--- config.mk ---
export PLATFORM = sky130hd
export DESIGN_NAME = sme_scan_ctrl
export DESIGN_NICKNAME = d
export VERILOG_FILES = /design/src/rtl/sme_pkg.sv /design/src/rtl/sme_scan_ctrl.sv
export SDC_FILE = /design/constraint.sdc
export NUM_CORES = 1
export LEC_CHECK = 0
export BUFFER_PORTS_ARGS = -buffer_cell sky130_fd_sc_hd__buf_2
export CORE_ASPECT_RATIO = 1.5
export CORE_MARGIN = 4
export CORE_UTILIZATION = 47
export DETAILED_ROUTE_END_ITERATION = 8
export PLACE_DENSITY = 0.82
export SETUP_SLACK_MARGIN = 0.3
export SLEW_MARGIN = 15
export SYNTH_ARGS = -nofsm -noshare
export SYNTH_HDL_FRONTEND = slang
export SYNTH_SLANG_ARGS = --single-unit
--- constraint.sdc ---
create_clock -name clk -period 1.6 [get_ports clk]
set_input_delay 0.08 -clock clk [delete_from_list [all_inputs] [get_ports clk]]
set_output_delay 0.08 -clock clk [all_outputs]
set_load 0.02 [all_outputs]
--- src/rtl/sme_pkg.sv ---
// sme_pkg: shared sizes, length-field widths and scan FSM states for the string-match engine
package sme_pkg;

    localparam int STR_MAX = 32;
    localparam int PAT_MAX = 8;
    localparam int IW      = $clog2(STR_MAX);
    localparam int SLW     = $clog2(STR_MAX) + 1;
    localparam int PLW     = $clog2(PAT_MAX) + 1;

    typedef enum logic [1:0] {IDLE, REQ, DONE} state_t;

    // Last legal window start; only called when pat_len <= str_len, so the result fits IW bits
    function automatic logic [IW-1:0] last_idx(input logic [SLW-1:0] s, input logic [PLW-1:0] p);
        logic [SLW-1:0] d;
        d = s - SLW'(p);
        return d[IW-1:0];
    endfunction

endpackage

--- src/rtl/sme_scan_ctrl.sv ---
// sme_scan_ctrl: steps the candidate start index and schedules one window compare per index
module sme_scan_ctrl
    import sme_pkg::*;
(
    input  logic           clk,
    input  logic           reset,
    input  logic           start,
    input  logic [SLW-1:0] str_len,
    input  logic [PLW-1:0] pat_len,
    output logic           cmp_req,
    output logic [IW-1:0]  cmp_idx,
    input  logic           cmp_ack,
    input  logic           cmp_hit,
    output logic           busy,
    output logic           valid,
    output logic           match,
    output logic [IW-1:0]  match_index
);

    state_t        state_q;
    logic [IW-1:0] last_q;

    // Scan FSM with registered outputs; valid is a one-cycle strobe raised on entry to DONE
    always_ff @(posedge clk or posedge reset) begin
        if (reset) begin
            state_q     <= IDLE;
            last_q      <= '0;
            cmp_req     <= 1'b0;
            cmp_idx     <= '0;
            busy        <= 1'b0;
            valid       <= 1'b0;
            match       <= 1'b0;
            match_index <= '0;
        end else begin
            valid <= 1'b0;
            case (state_q)
                IDLE: begin
                    if (start) begin
                        cmp_idx <= '0;
                        busy    <= 1'b1;
                        if (SLW'(pat_len) > str_len) begin
                            state_q     <= DONE;
                            valid       <= 1'b1;
                            match       <= 1'b0;
                            match_index <= '0;
                        end else begin
                            state_q <= REQ;
                            last_q  <= last_idx(str_len, pat_len);
                            cmp_req <= 1'b1;
                        end
                    end
                end
                REQ: begin
                    if (cmp_ack) begin
                        if (cmp_hit || cmp_idx == last_q) begin
                            state_q     <= DONE;
                            cmp_req     <= 1'b0;
                            valid       <= 1'b1;
                            match       <= cmp_hit;
                            match_index <= cmp_hit ? cmp_idx : '0;
                        end else begin
                            cmp_idx <= cmp_idx + 1'b1;
                        end
                    end
                end
                DONE: begin
                    state_q <= IDLE;
                    busy    <= 1'b0;
                end
                default: begin
                    state_q <= IDLE;
                    cmp_req <= 1'b0;
                    busy    <= 1'b0;
                end
            endcase
        end
    end

endmodule

Word level (Yosys, flattened, before mapping). Index checks and enable logic that the tools add are counted.

Bitwise logic cells: 3. Order comparisons: 1. Reduce and logical (&&, ||, !) cells: 9. Add/sub/neg operators: 2. Eq/ne operators: 9. Multiplexer cells: 32.

Operator list (number): two-way mux 5 bit (8); one-hot mux 5 bit (2 select lines) (2); two-way mux 1 bit (13); inequality test 2 bit, second input constant (6); AND reduction 5 bit (2); two-way mux 2 bit (4); greater-than comparator 4 x 6 -> 1 bit (1); one-hot mux 1 bit (2 select lines) (3); AND reduction 3 bit (2); adder 5 x 1 -> 5 bit, second input constant (1); equality test 5 bit (1); subtractor 5 x 4 -> 5 bit (1); one-hot mux 2 bit (2 select lines) (1); AND reduction 4 bit (1); NOT 1 bit (3); one-hot mux 1 bit (3 select lines) (1); equality test 2 x 1 -> 1 bit, second input constant (1); equality test 2 bit, second input constant (1); logical NOT 2 bit (1); AND reduction 2 bit (1); nonzero test 2 bit (1); logical OR 1 bit (1).

Logic and storage cells: 64. Register bits: 21. Output and inout bits: 14.

Depth between registers and ports, before layout. Gate-level depths: netlist of run 1.

Depth after elaboration: 5. Gate-level depth with buffers: 8. Mapped depth without buffers: 8.

Least setup slack after synthesis of run 1. OpenSTA, ideal clock, no wires.

Path type: input to register. Start point: input str_len[1]. End point: register state_q[0]. Data arrival time: 1646 ps. Setup slack: -177 ps. Cell stages on the path: 8. Cells stage by stage: inv_1 ha_1 nor2b_1 o211ai_1 a2111o_1 and2_4 buf_6 or3_1.

Word-level cells in the longest chain between the ends: 4.

RTL lines: start, declared (line sme_scan_ctrl.sv:8) `input logic [SLW-1:0] str_len,`; greater-than comparator 4 x 6 -> 1 bit (line sme_scan_ctrl.sv:41) `if (SLW'(pat_len) > str_len) begin`; two-way mux 2 bit (line sme_scan_ctrl.sv:41); two-way mux 2 bit (line sme_scan_ctrl.sv:38) `if (start) begin`; one-hot mux 2 bit (2 select lines) (line sme_scan_ctrl.sv:36) `case (state_q)`; end signal, assigned (line sme_scan_ctrl.sv:42) `state_q <= DONE;`; end signal, assigned (line sme_scan_ctrl.sv:47) `state_q <= REQ;`; end signal, assigned (line sme_scan_ctrl.sv:56) `state_q <= DONE;`; end, declared (line sme_scan_ctrl.sv:20) `state_t state_q;`.

No other way between the ends. The select of a mux whose other input is x is not followed. A chain may end at the register's enable or synchronous reset.

Worst setup path after layout of run 1.
Start point: register state_q[0]. End point: register cmp_idx[2].

Word-level cells in the longest chain between the ends: 3. Elaborated cells between the ends (all ways): 8. Those cells by class: eq/ne (4); mux (1); reduce/logical (3).

RTL lines: start signal, assigned (line sme_scan_ctrl.sv:26) `state_q <= IDLE;`; start signal, assigned (line sme_scan_ctrl.sv:42); start signal, assigned (line sme_scan_ctrl.sv:47); equality test 2 x 1 -> 1 bit or logical NOT 2 bit (tied branches) (line sme_scan_ctrl.sv:36); inequality test 2 bit (no line) or nonzero test 2 bit (tied branches); AND reduction 4 bit (no line); end signal, assigned (line sme_scan_ctrl.sv:62) `cmp_idx <= cmp_idx + 1'b1;`; end, declared (line sme_scan_ctrl.sv:11) `output logic [IW-1:0] cmp_idx,`.

Parallel ways exist; a longest one is shown, timed or not.

==> results of run 1 <==
-- cell usage in the layout (no fill, tap or decap), types with 4 or more instances in the layout --
cell / n
a21oi_1: 6
buf_2: 26
buf_4: 28
dfrtp_1: 15
dfrtp_2: 6
ha_1: 6
inv_1: 21
nand2_1: 8
o21ai_2: 5
xnor2_1: 4
xnor2_2: 4
-- state kept, by name (all words and copies together), names as in the netlist --
| register | flops |
|---|---|
| busy | 1 |
| cmp_idx | 5 |
| cmp_req | 1 |
| last_q | 5 |
| match | 1 |
| match_index | 5 |
| state_q | 2 |
| valid | 1 |
-- timing repair --
action                     in CTS  in global routing
hold endpoints to repair        9                  0
cloned                          0                  1
setup endpoints to repair      20                 20
hold buffers                    1                  0
pin swaps                       0                 14
setup buffers                   1                  6
gates resized for setup        13                 24
-- path summary, 6_finish.rpt --
path	to	slack, ns
worst min-delay path	last_q[4]	0.09
min in group asynchronous	last_q[3]	0.30
worst max-delay path	cmp_idx[2]	-0.10
worst min register to register	busy	0.50
max in group asynchronous	cmp_idx[2]	0.79
worst max register to register	cmp_idx[2]	-0.10
-- logic make-up (layout without fill, tap and decap cells) --
group	Yosys count	after routing	synth area share (%)
AO/OA/AOI/OAI	30	31	16.52
AND/OR/NAND/NOR	27	27	11.65
buffers and inverters	26	87	8.612
XOR/XNOR	8	8	5.674
flip-flops	21	21	42.55
multiplexers	5	5	4.255
adder cells (fa/ha/maj)	10	10	10.74
-- through the flow --
| stage | instances | setup TNS [ns] | util (%) | hold slack, ns | cell area [um^2] |
|---|---|---|---|---|---|
| 2_1_floorplan | 127 | -0.4738 | - | 0.05618 | 1295 |
| 3_3_place_gp | 200 | -2.956 | 65.10 | 0.05397 | 1613 |
| 3_5_place_dp | 200 | -3.712 | 65.10 | 0.06477 | 1613 |
| 4_1_cts | 206 | -0.04119 | 68.74 | 0.09700 | 1703 |
| 5_1_grt | 213 | -0.7169 | 74.80 | 0.08147 | 1853 |
| 6_report | 213 | -0.3072 | 74.80 | 0.09352 | 1853 |
-- power breakdown --
part	internal [mW]	switching, mW
Combinational	0.745	0.808
Clock	0.0969	0.159
Sequential	0.729	0.174
-- layer usage --
metal / track usage (%) / vias up / share of wire, %
li1: - / 552 / -
met1: 18.41 / 579 / 37
met2: 36.23 / 50 / 56
met3: 1.053 / 7 / 3.9
met4: 7.385 / 0 / 2.5
met5: 0 / - / 0
-- final cells by class --
| type | count | area [um^2] | share of cell area [%] |
|---|---|---|---|
| multi-input combinational | 81 | 757.0 | 40.85 |
| sequential | 21 | 533.0 | 28.76 |
| timing repair buffer | 59 | 404.1 | 21.81 |
| inverter | 24 | 102.6 | 5.537 |
| tap | 24 | 30.03 | 1.621 |
| clock buffer | 4 | 26.28 | 1.418 |
-- critical path, stage by stage, from the launching register on --
cell and delay (ns):
dfrtp_2 0.47, and4b_1 0.24, nor3_4 0.18, o31ai_4 0.13, or4_1 0.51, nand2_1 0.10
==> reports/qor.yml, run 1 <==
outcome:
  status: "complete, but fails checks"
  violations: "setup timing"
global_routing:
  track_usage_pct: 18.00
  grt_pass1_wl_um: 5050
  grt_pass1_vias: 1178
  grt_max_degree: 13
  grt-ovfl-total: 0
  grt_antenna_before_repair: 0
placed_design:
  pre_cts_slack_ns: -0.3120
  io_buffers: 28
  dp_hpwl_um: 2400
  routabilityCongestion: 0.7779
hold_path:
  hp-start: "str_len[4]"
  min_path_type: "in2reg"
  whs_path_depth: 3
timing:
  setup_slack_ns: -0.1010
  drv_slew: 0
  fmax_mhz: 587.9
  fin_crit_sh_pct: 106.3
  slew_headroom_pct: 74.40
  period_needed_ns: 1.701
  final-setup-viol-count: 8
  rsz0062_at_grt: "true"
  finalClockSkew_ns: 0.01028
  worst_slew_pin_slew_ns: 0.3817
  timing_hold_violations_final: 0
final_layout:
  n_fill_cell: 162
  drive_above_1_share_pct: 53.44
  syn2layout_area_growth_pct: 50.05
  num_antenna_cells: 0
  final_net_count: 215
clocking:
  cts.sinks: 21
  htreeDepth: 1
  numCtsBuffers: 3
  clkTransAtPathRegs_ns: 0.12
  clock_path_buffers: 2
  root_buffer: "clkbuf_4"
  cts_tree: "yes"
  clk_latency_ns: 0.30
synthesis:
  avgSynthCellArea_um2: 9.724
  async_flop_share_pct: 100.0
  synth_top_area_share_pct: 42.55
  yosysWarnings: 0
  ys_seq_area_share_pct: 42.55
  ys.flop_type: "dfrtp_1"
  synthTopCellsByCount: "24 x inv_1, 21 x dfrtp_1, 9 x ha_1, 9 x nand2_1"
  yosysMostFrequentCell: "inv_1"
  ys_seq_elements: 21
  syn-num-nets: 152
  yosysTopAreaCell: "dfrtp_1"
  syn_area_um2: 1235
  synth_cells: 127
  synthTopCellsByArea: "dfrtp_1 43%, ha_1 9.1%, inv_1 7.3%, xnor2_1 5.7%, a21oi_1 3.2%"
  synth-edff-count: 0
  ys_types: 35
floorplanning:
  ios: 29
  dieArea_um2: 3529
  rows: 22
  initial_core_util_pct: 49.85
  die_h_um: 70.78
  die_w_um: 49.86
  core_area_um2: 2477
setup_path:
  crit_fanout: 5
  r2r_cells: 5
  worstSetupPathType: "reg2reg"
  critPathLaunchType: "flip-flop"
  r2r-start: "state_q[0]"
  endpoint_kind: "flip-flop"
  crit_start: "state_q[0]"
  cp_data_required_time_ns: 1.83
  worstPathArrival_ns: 1.93
drt:
  drc: 0
  vias_per_cell: 5.577
  drt_iter0_drc: 22
  wl_um: 3256
  ant_nets: 0
  wl_per_cell_um: 15.29
  num_vias: 1188
  drtPass1Iterations: 4
pwr:
  power_mw: 2.711
  vdd_ir_drop_max_uv: 966.8
  leakage_nw: 0.9306
  power_per_cell_area_nw_per_um2: 1463
run:
  drv_cap: 0
(Power assumes the default switching activity.)
==> run 2, diff against run 1 <==
- REMOVE_ABC_BUFFERS: unset -> 1
==> run 2 against run 1 <==
Effect of this change:
- the flow still finishes with violations (setup timing)
- utilization grew 3.2 points
- clock power about the same
- critical path depth rose by 1
- die area is the same
- worst setup slack better by 0.054 ns
- global-route usage is 2.2 points higher
- critical path type unchanged
- largest cell class unchanged
==> reports/qor.yml, run 2 (synthesis gave the netlist of run 1 again) <==
global_routing:
  grt_pass1_wl_um: 5520
  grt-ovfl-total: 0
  grt_pass1_vias: 1269
  met1_usage_pct: 18.26
  grt_max_degree: 13
  grtUsageMet3_pct: 2.316
  grt_antenna_before_repair: 0
  top_usage_layer: "met2"
  grt_util_met2_pct: 40.06
  track_usage_pct: 20.17
setup_path:
  max_stage_delay_ns: 0.44
  cpMaxStageDelayCell: "dfrtp_1"
  path_cells: "xnor2_2 > nand3_2 > o2111a_2 > a211oi_2 > buf_4 > o21bai_1"
  worstPathArrival_ns: 1.84
  critPathLaunchType: "flip-flop"
  endpoint_kind: "flip-flop"
  critPathBufInv: 1
  r2r_slack_ns: -0.05
  worstSetupPathType: "reg2reg"
  cp_data_required_time_ns: 1.80
  crit_family: "compound AO/OA/AOI/OAI gates"
  crit_fanout: 7
floorplanning:
  die_w_um: 49.86
  core_area_um2: 2477
  dieArea_um2: 3529
  rows: 22
  ios: 29
  die_h_um: 70.78
  initial_core_util_pct: 49.85
clocking:
  cts.sinks: 21
  clock_path_buffers: 2
  clk_latency_ns: 0.30
  clkTransAtPathRegs_ns: 0.12
  numCtsBuffers: 3
  htreeDepth: 1
  root_buffer: "clkbuf_4"
  cts_tree: "yes"
timing:
  setup_slack_ns: -0.04725
  worst_hold_slack_ns: 0.1146
  rsz0062_at_grt: "true"
  timing_hold_violations_final: 0
  setup-tns-final_ns: -0.2867
  fmax_mhz: 607.1
  fin_crit_sh_pct: 103.0
  worst_slew_pin_slew_ns: 0.4146
  final-setup-viol-count: 11
  drv_slew: 0
  period_needed_ns: 1.647
  slew_headroom_pct: 72.33
  finalClockSkew_ns: 0.003796
drt:
  vias_per_cell: 5.674
  drtPass1Iterations: 4
  ant_nets: 0
  num_vias: 1254
  wl_per_cell_um: 16.33
  drc: 0
  drt_iter0_drc: 22
  wl_um: 3608
outcome:
  violations: "setup timing"
  status: "complete, but fails checks"
pwr:
  power_per_cell_area_nw_per_um2: 1466
  power_mw: 2.834
  vdd_ir_drop_max_uv: 1027
  leakage_nw: 0.9869
hold_path:
  min_path_type: "in2reg"
placed_design:
  placed_area_um2: 1584
  io_buffers: 28
  dp_hpwl_um: 2415
  routabilityCongestion: 0.8003
final_layout:
  fin_area_um2: 1933
  num_antenna_cells: 0
  mostFrequentLayoutCell: "buf_4"
  reg_top3: "cmp_idx x5, last_q x5, match_index x5"
  final_net_count: 223
  drive_above_1_share_pct: 56.85
  final_cell_mix: "35 x buf_4, 26 x buf_2, 21 x inv_1, 19 x dfrtp_1, 8 x nand2_1"
  syn2layout_area_growth_pct: 56.53
run:
  drv_cap: 0
## run 2: final timing paths
path                                  end  depth (start not counted)       start
min in group asynchronous  match_index[2]                          3       reset
max in group asynchronous      state_q[1]                          4       reset
hold reg to reg                      busy                          1        busy
setup reg to reg                    match                          6  cmp_idx[1]
hold / removal                  last_q[4]                          3  str_len[4]
setup / recovery                    match                          6  cmp_idx[1]
## run 2: stage by stage
step | instances | setup WS [ns] | utilization (%)
final | 221 | -0.04725 | 78.03
after CTS | 215 | 0.008871 | 71.97
after global routing | 221 | -0.1030 | 78.03
after floorplan | 125 | -0.08643 | -
after global placement | 203 | -0.1667 | 63.94
after detailed placement | 203 | -0.2757 | 63.94
## run 2: tightest hold or removal path, delay by kind of cell
family,cells,cell delay (ns)
XOR/XNOR,1,0.14
AO/OA/AOI/OAI,1,0.06
buffers and inverters,1,0.11
## run 2: timing repair
action,in CTS,in global routing
setup endpoints to repair,20,20
gates resized for setup,28,25
endpoints found under the hold margin,10,0
pin swaps,12,15
hold buffers,1,0
setup buffers,7,6
## run 2: cell type report
| class | count | area, um^2 |
|---|---|---|
| clock buffer | 3 | 22.52 |
| clock inverter | 1 | 5.005 |
| fill | 148 | 544.3 |
| inverter | 24 | 97.59 |
| multi-input combinational | 80 | 775.7 |
| sequential | 21 | 528.0 |
| tap | 24 | 30.03 |
| timing repair buffer | 68 | 474.2 |
## run 2: where the power goes
part | switching, mW | internal (mW) | leakage, nW
sequential | 0.190 | 0.725 | 0.267
combinational | 0.840 | 0.823 | 0.702
clock | 0.162 | 0.0931 | 0.0177
total | 1.19 | 1.64 | 0.987
## run 2: routing by layer
metal | routed length (um) | vias up
met3 | 205 | 22
met5 | 0 | -
met4 | 184 | 0
met1 | 1242 | 598
li1 | - | 568
met2 | 1976 | 66
